<file path="src/rtl/video_pkg.sv">
// Shared video-timing constants and the CPU clock-gate FSM encoding.
package video_pkg;

  localparam int HDISP    = 256;
  localparam int VDISP    = 192;
  localparam int MAXSTALL = 7;

  typedef enum logic {
    RUN  = 1'b0,
    HOLD = 1'b1
  } gate_state_e;

endpackage

</file>
<file path="src/rtl/contention_window.sv">
// Combinational decode of the display window where the ULA owns the bus.
module contention_window #(
  parameter int HDISP = video_pkg::HDISP,
  parameter int VDISP = video_pkg::VDISP
) (
  input  logic [8:0] hc_i,
  input  logic [8:0] vc_i,
  output logic       window_o
);

  localparam logic [9:0] HDISP_W = 10'(HDISP);
  localparam logic [9:0] VDISP_W = 10'(VDISP);

  // T-state slots 6 and 7 of each 16-pixel group leave the bus free.
  assign window_o = ({1'b0, vc_i} < VDISP_W) &
                    ({1'b0, hc_i} < HDISP_W) &
                    ~(hc_i[3] & hc_i[2]);

endmodule

</file>
<file path="src/rtl/cpu_clock_gate.sv">
// Gated CPU clock: stretches the low phase while contended accesses hit the display window.
module cpu_clock_gate
  import video_pkg::*;
#(
  parameter int HDISP    = video_pkg::HDISP,
  parameter int VDISP    = video_pkg::VDISP,
  parameter int MAXSTALL = video_pkg::MAXSTALL
) (
  input  logic       clock,
  input  logic       reset,
  input  logic       pe3M5,
  input  logic       ne3M5,
  input  logic [8:0] hc,
  input  logic [8:0] vc,
  input  logic       contend,
  output logic       cpuPe,
  output logic       cpuNe,
  output logic       cpuClock,
  output logic       stalled,
  output logic [3:0] stallCount
);

  localparam logic [3:0] MAX_CNT = 4'(MAXSTALL);

  gate_state_e state_q, state_d;
  logic        cpu_pe_q, cpu_pe_d;
  logic        cpu_ne_q, cpu_ne_d;
  logic        cpu_clock_q, cpu_clock_d;
  logic [3:0]  stall_cnt_q, stall_cnt_d;

  logic window;
  logic pe_evt;
  logic hold_req;

  contention_window #(
    .HDISP (HDISP),
    .VDISP (VDISP)
  ) u_window (
    .hc_i     (hc),
    .vc_i     (vc),
    .window_o (window)
  );

  // Simultaneous strobes are illegal; the falling edge wins.
  assign pe_evt   = pe3M5 & ~ne3M5;
  assign hold_req = contend & window;

  always_comb begin
    // NOTE: every next-state value gets a default first so no path can infer a latch.
    state_d     = state_q;
    cpu_pe_d    = 1'b0;
    cpu_ne_d    = 1'b0;
    cpu_clock_d = cpu_clock_q;
    stall_cnt_d = stall_cnt_q;
    unique case (state_q)
      RUN: begin
        if (cpu_clock_q) begin
          if (ne3M5) begin
            cpu_ne_d    = 1'b1;
            cpu_clock_d = 1'b0;
          end
        end else if (pe_evt) begin
          if (hold_req) begin
            state_d     = HOLD;
            stall_cnt_d = 4'd1;
          end else begin
            cpu_pe_d    = 1'b1;
            cpu_clock_d = 1'b1;
          end
        end
      end
      HOLD: begin
        // The clock is low in HOLD, so falling-edge strobes have nothing to do here.
        if (pe_evt) begin
          if (hold_req && (stall_cnt_q < MAX_CNT)) begin
            stall_cnt_d = stall_cnt_q + 4'd1;
          end else begin
            state_d     = RUN;
            cpu_pe_d    = 1'b1;
            cpu_clock_d = 1'b1;
          end
        end
      end
      default: state_d = RUN;
    endcase
  end

  // NOTE: sequential state uses non-blocking assignments so all registers update together.
  always_ff @(negedge clock) begin
    if (reset) begin
      state_q     <= RUN;
      cpu_pe_q    <= 1'b0;
      cpu_ne_q    <= 1'b0;
      cpu_clock_q <= 1'b0;
      stall_cnt_q <= 4'd0;
    end else begin
      state_q     <= state_d;
      cpu_pe_q    <= cpu_pe_d;
      cpu_ne_q    <= cpu_ne_d;
      cpu_clock_q <= cpu_clock_d;
      stall_cnt_q <= stall_cnt_d;
    end
  end

  assign cpuPe      = cpu_pe_q;
  assign cpuNe      = cpu_ne_q;
  assign cpuClock   = cpu_clock_q;
  assign stalled    = (state_q == HOLD);
  assign stallCount = stall_cnt_q;

endmodule
</file>
<file path="config.mk">
export PLATFORM = sky130hd
export DESIGN_NAME = cpu_clock_gate
export DESIGN_NICKNAME = d
export VERILOG_FILES = /design/src/rtl/video_pkg.sv /design/src/rtl/contention_window.sv /design/src/rtl/cpu_clock_gate.sv
export SDC_FILE = /design/constraint.sdc
export NUM_CORES = 1
export LEC_CHECK = 0
export ABC_AREA = 1
export BUFFER_PORTS_ARGS = -buffer_cell sky130_fd_sc_hd__buf_2
export CAP_MARGIN = 20
export CORE_AREA = 5 5 42 44
export CTS_BUF_LIST = sky130_fd_sc_hd__clkbuf_16
export DETAILED_ROUTE_END_ITERATION = 10
export DIE_AREA = 0 0 47 49
export PLACE_DENSITY_LB_ADDON = 0.08
export REMOVE_ABC_BUFFERS = 1
export SLEW_MARGIN = 10
export SYNTH_ARGS = -nofsm -noshare
export SYNTH_HDL_FRONTEND = slang
export SYNTH_SLANG_ARGS = --single-unit
</file>
<file path="constraint.sdc">
create_clock -name clock -period 1.5 [get_ports clock]
set_input_delay 0.15 -clock clock [delete_from_list [all_inputs] [get_ports clock]]
set_output_delay 0.15 -clock clock [all_outputs]
set_load 0.05 [all_outputs]
</file>
==> impl_metrics.tcl <==
set metrics [dict create \
    cts_made_buffers 3 \
    io_buffers 18 \
    synth_top_family_by_area "simple AND/OR/NAND/NOR gates" \
    maxCapViolations 0 \
    antennaDiodeCount 0 \
    drv_slew 0 \
    synth_xor_area_share_pct 0 \
    cellInternalPower_uw 636 \
    antenna_found_initial 0 \
    critical_path_class "reg -> out" \
    critPathMaxStageDelay_ns 0.34 \
    maxSlewHeadroom_pct 87.4 \
    cp_num_buf_inv 1 \
    area_growth_syn_to_layout_pct 94.2 \
    clk-insertion-delay-late_ns 0.31 \
    ys_top_cells_by_area "dfxtp_1 35%, nand2_1 13%, a21oi_1 6.6%, inv_1 6.6%, nor2_1 4.9%" \
    post-place-ws_ns -0.346 \
    cts_hold_buf 0 \
    yosys.area.top_type_share_pct 35.2 \
    clockPowerShare_pct 62.2 \
    first_pass_iters 4 \
    switching_share_pct 24.4 \
    worstMarginPinSlew_ns 0.190 \
    worstSetupEndpointType "output port" \
    status "complete, but fails checks" \
    peakVddDrop_v 0.000644 \
    grt_overflow 0 \
    grt_max_degree 8 \
    routed_wl_mm 1.27 \
    drc 0 \
    postPlaceCellArea_um2 626 \
    rsz0062_at_grt "true" \
    critPathMaxFanout 2 \
    ys_types 18 \
    synthTopCellsByCount "16 x nand2_1, 8 x dfxtp_1, 8 x inv_1" \
    design.die.area_mm2 0.00230 \
    drive_above_1_share_pct 58.4 \
    die_w_um 47 \
    grt_pass1_wl_mm 1.93 \
    worstPathCellList "buf_8" \
    grt_pass1_vias 507 \
    ys_warn_count 0 \
    drt_iter0_drc 8 \
    path_clk_slew_ns 0.04 \
    yosysSeqAreaShare_pct 35.2 \
    place.detailed.hpwl_um 871 \
    synthSimpleGateAreaFrac_pct 40.9 \
    final_area_um2 885 \
    leakagePower_nw 0.414 \
    share_comb_of_total_power_pct 11.2 \
    finalHoldViolCount 0 \
    crit_family "flip-flops" \
    synth-edff-count 0 \
    hold_slack_ns 0.571 \
    clockRootBuffer "clkbuf_16" \
    wl_per_cell_um 10.9 \
    core_area_mm2 0.00140 \
    syn_inst 64 \
    arrival_ns 1.55 \
    cts.sinks 8 \
    cts_tree "done" \
    fin_util_pct 63.1 \
    setup_viol 12 \
    syn-cell-area_um2 455 \
    ys_ff_latch 8 \
    synth_compound_gate_area_share_pct 13.7 \
    start_kind "register" \
    cp_slowest_cell "dfxtp_2" \
    switching_power_uw 205 \
    seqPwrFrac_pct 26.6 \
    pin_count 31 \
    clockBufferDepth 2 \
    synth_flop_cell "dfxtp_1" \
    timing.final.ws_setup_ns -0.195 \
    synth_top_area_cell "dfxtp_1" \
    viasPerCell 4.54 \
    syn_area_per_cell_um2 7.12 \
    core.rowCount 14 \
    grt_usage_pct 11.6 \
    dieHeight_um 49 \
    nets 127 \
    cp.required_ns 1.35 \
    start_util_pct 32.5 \
    powerDensity_mw_per_mm2 951 \
    async_flop_share_pct 0 \
    synthMuxAreaShare_pct 0 \
    hold_path.class "reg -> reg" \
    fin_skew_ns 0.0106 \
    ant_nets 0 \
    violations "negative setup slack" \
    globalplace.congestion 0.754 \
    synthAdderAreaFrac_pct 2.75 \
    h-tree-depth 1 \
    yosysMostFrequentCell "nand2_1" \
    routed-via-count 531 \
]
cells in the final DEF, fill, tap and decap left out:
master	instances
inv_1	15
nand2_1	11
buf_4	9
dfxtp_2	8
buf_2	8
nand2_2	6
nor2_1	5
buf_6	5
buf_8	5
a21oi_2	4
a21oi_1	4
nor2_4	3
nand3_2	3
clkbuf_16	3
nand3_4	2
nand3_1	2
o21ai_0	2
nor2_2	1
nand2_8	1
inv_2	1
o21ai_1	1
nor3_1	1
ha_1	1
per-stage QoR:
| stage | instances | power, mW | setup TNS, ns |
|---|---|---|---|
| floorplan | 64 | 0.304 | -1.18 |
| global placement | 106 | 0.336 | -1.83 |
| detailed placement | 106 | 0.336 | -2.01 |
| CTS | 117 | 0.849 | -1.54 |
| global route | 117 | 0.896 | -2.10 |
| finish | 117 | 0.841 | -1.62 |
routing by layer:
layer,share of wire [%],vias up,global-route usage [%]
met5,0,-,0
met4,1.6,0,5.53
met3,9.6,2,6.64
met2,51,20,18.1
met1,37,230,11.9
li1,-,279,-
worst register-to-register path: cells and delay by family (launching register included):
| kind | cells | cell delay (ns) |
|---|---|---|
| flops | 1 | 0.32 |
| compound gates | 2 | 0.34 |
| buf+inv | 1 | 0.15 |
| simple gates | 3 | 0.35 |
| fa+ha+maj | 1 | 0.23 |
path summary, 6_finish.rpt:
kind,to,start,cells after the start,slack (ns)
min reg2reg,cpuClock,cpuClock,3,0.57
max reg2reg,stallCount[2],stallCount[0],7,0.04
max,stallCount[1],stallCount[1],1,-0.20
min,cpuClock,cpuClock,3,0.57
what timing repair did:
item | in CTS | in global routing
gates cloned | 0 | 0
pin swaps | 2 | 7
buffers inserted | 1 | 0
setup endpoints to repair | 11 | 15
endpoints found under the hold margin | 0 | 0
resized for setup | 30 | 15
power by group through the flow:
stage	Clock (mW)	Sequential [mW]	Combinational (mW)
final	0.523	0.224	0.0942
after global routing	0.570	0.224	0.102
after CTS	0.540	0.223	0.0859
after detailed placement	0.0370	0.223	0.0756
after global placement	0.0370	0.223	0.0760
after floorplan	0.0370	0.242	0.0256
cells by family after synthesis:
group                    count (synthesis)
flip-flops                               8
AO/OA/AOI/OAI                           11
buffers and inverters                    9
adder cells (fa/ha/maj)                  1
AND/OR/NAND/NOR                         35
sequential cells by signal, indices dropped and copies added (netlist names):
register,cells
stallCount,4
cpuClock,1
cpuNe,1
cpuPe,1
stalled,1
cell type report:
type                    instances  area, um2
flip-flops and latches          8        170
fillers                       119        517
inverters                       8       30.0
clock buffers                   3       75.1
repair buffers                 27        239
well taps                      16       20.0
clock inverters                 8       30.0
multi-input cells              47        320
Note: power is estimated with default switching activity, not from simulation.
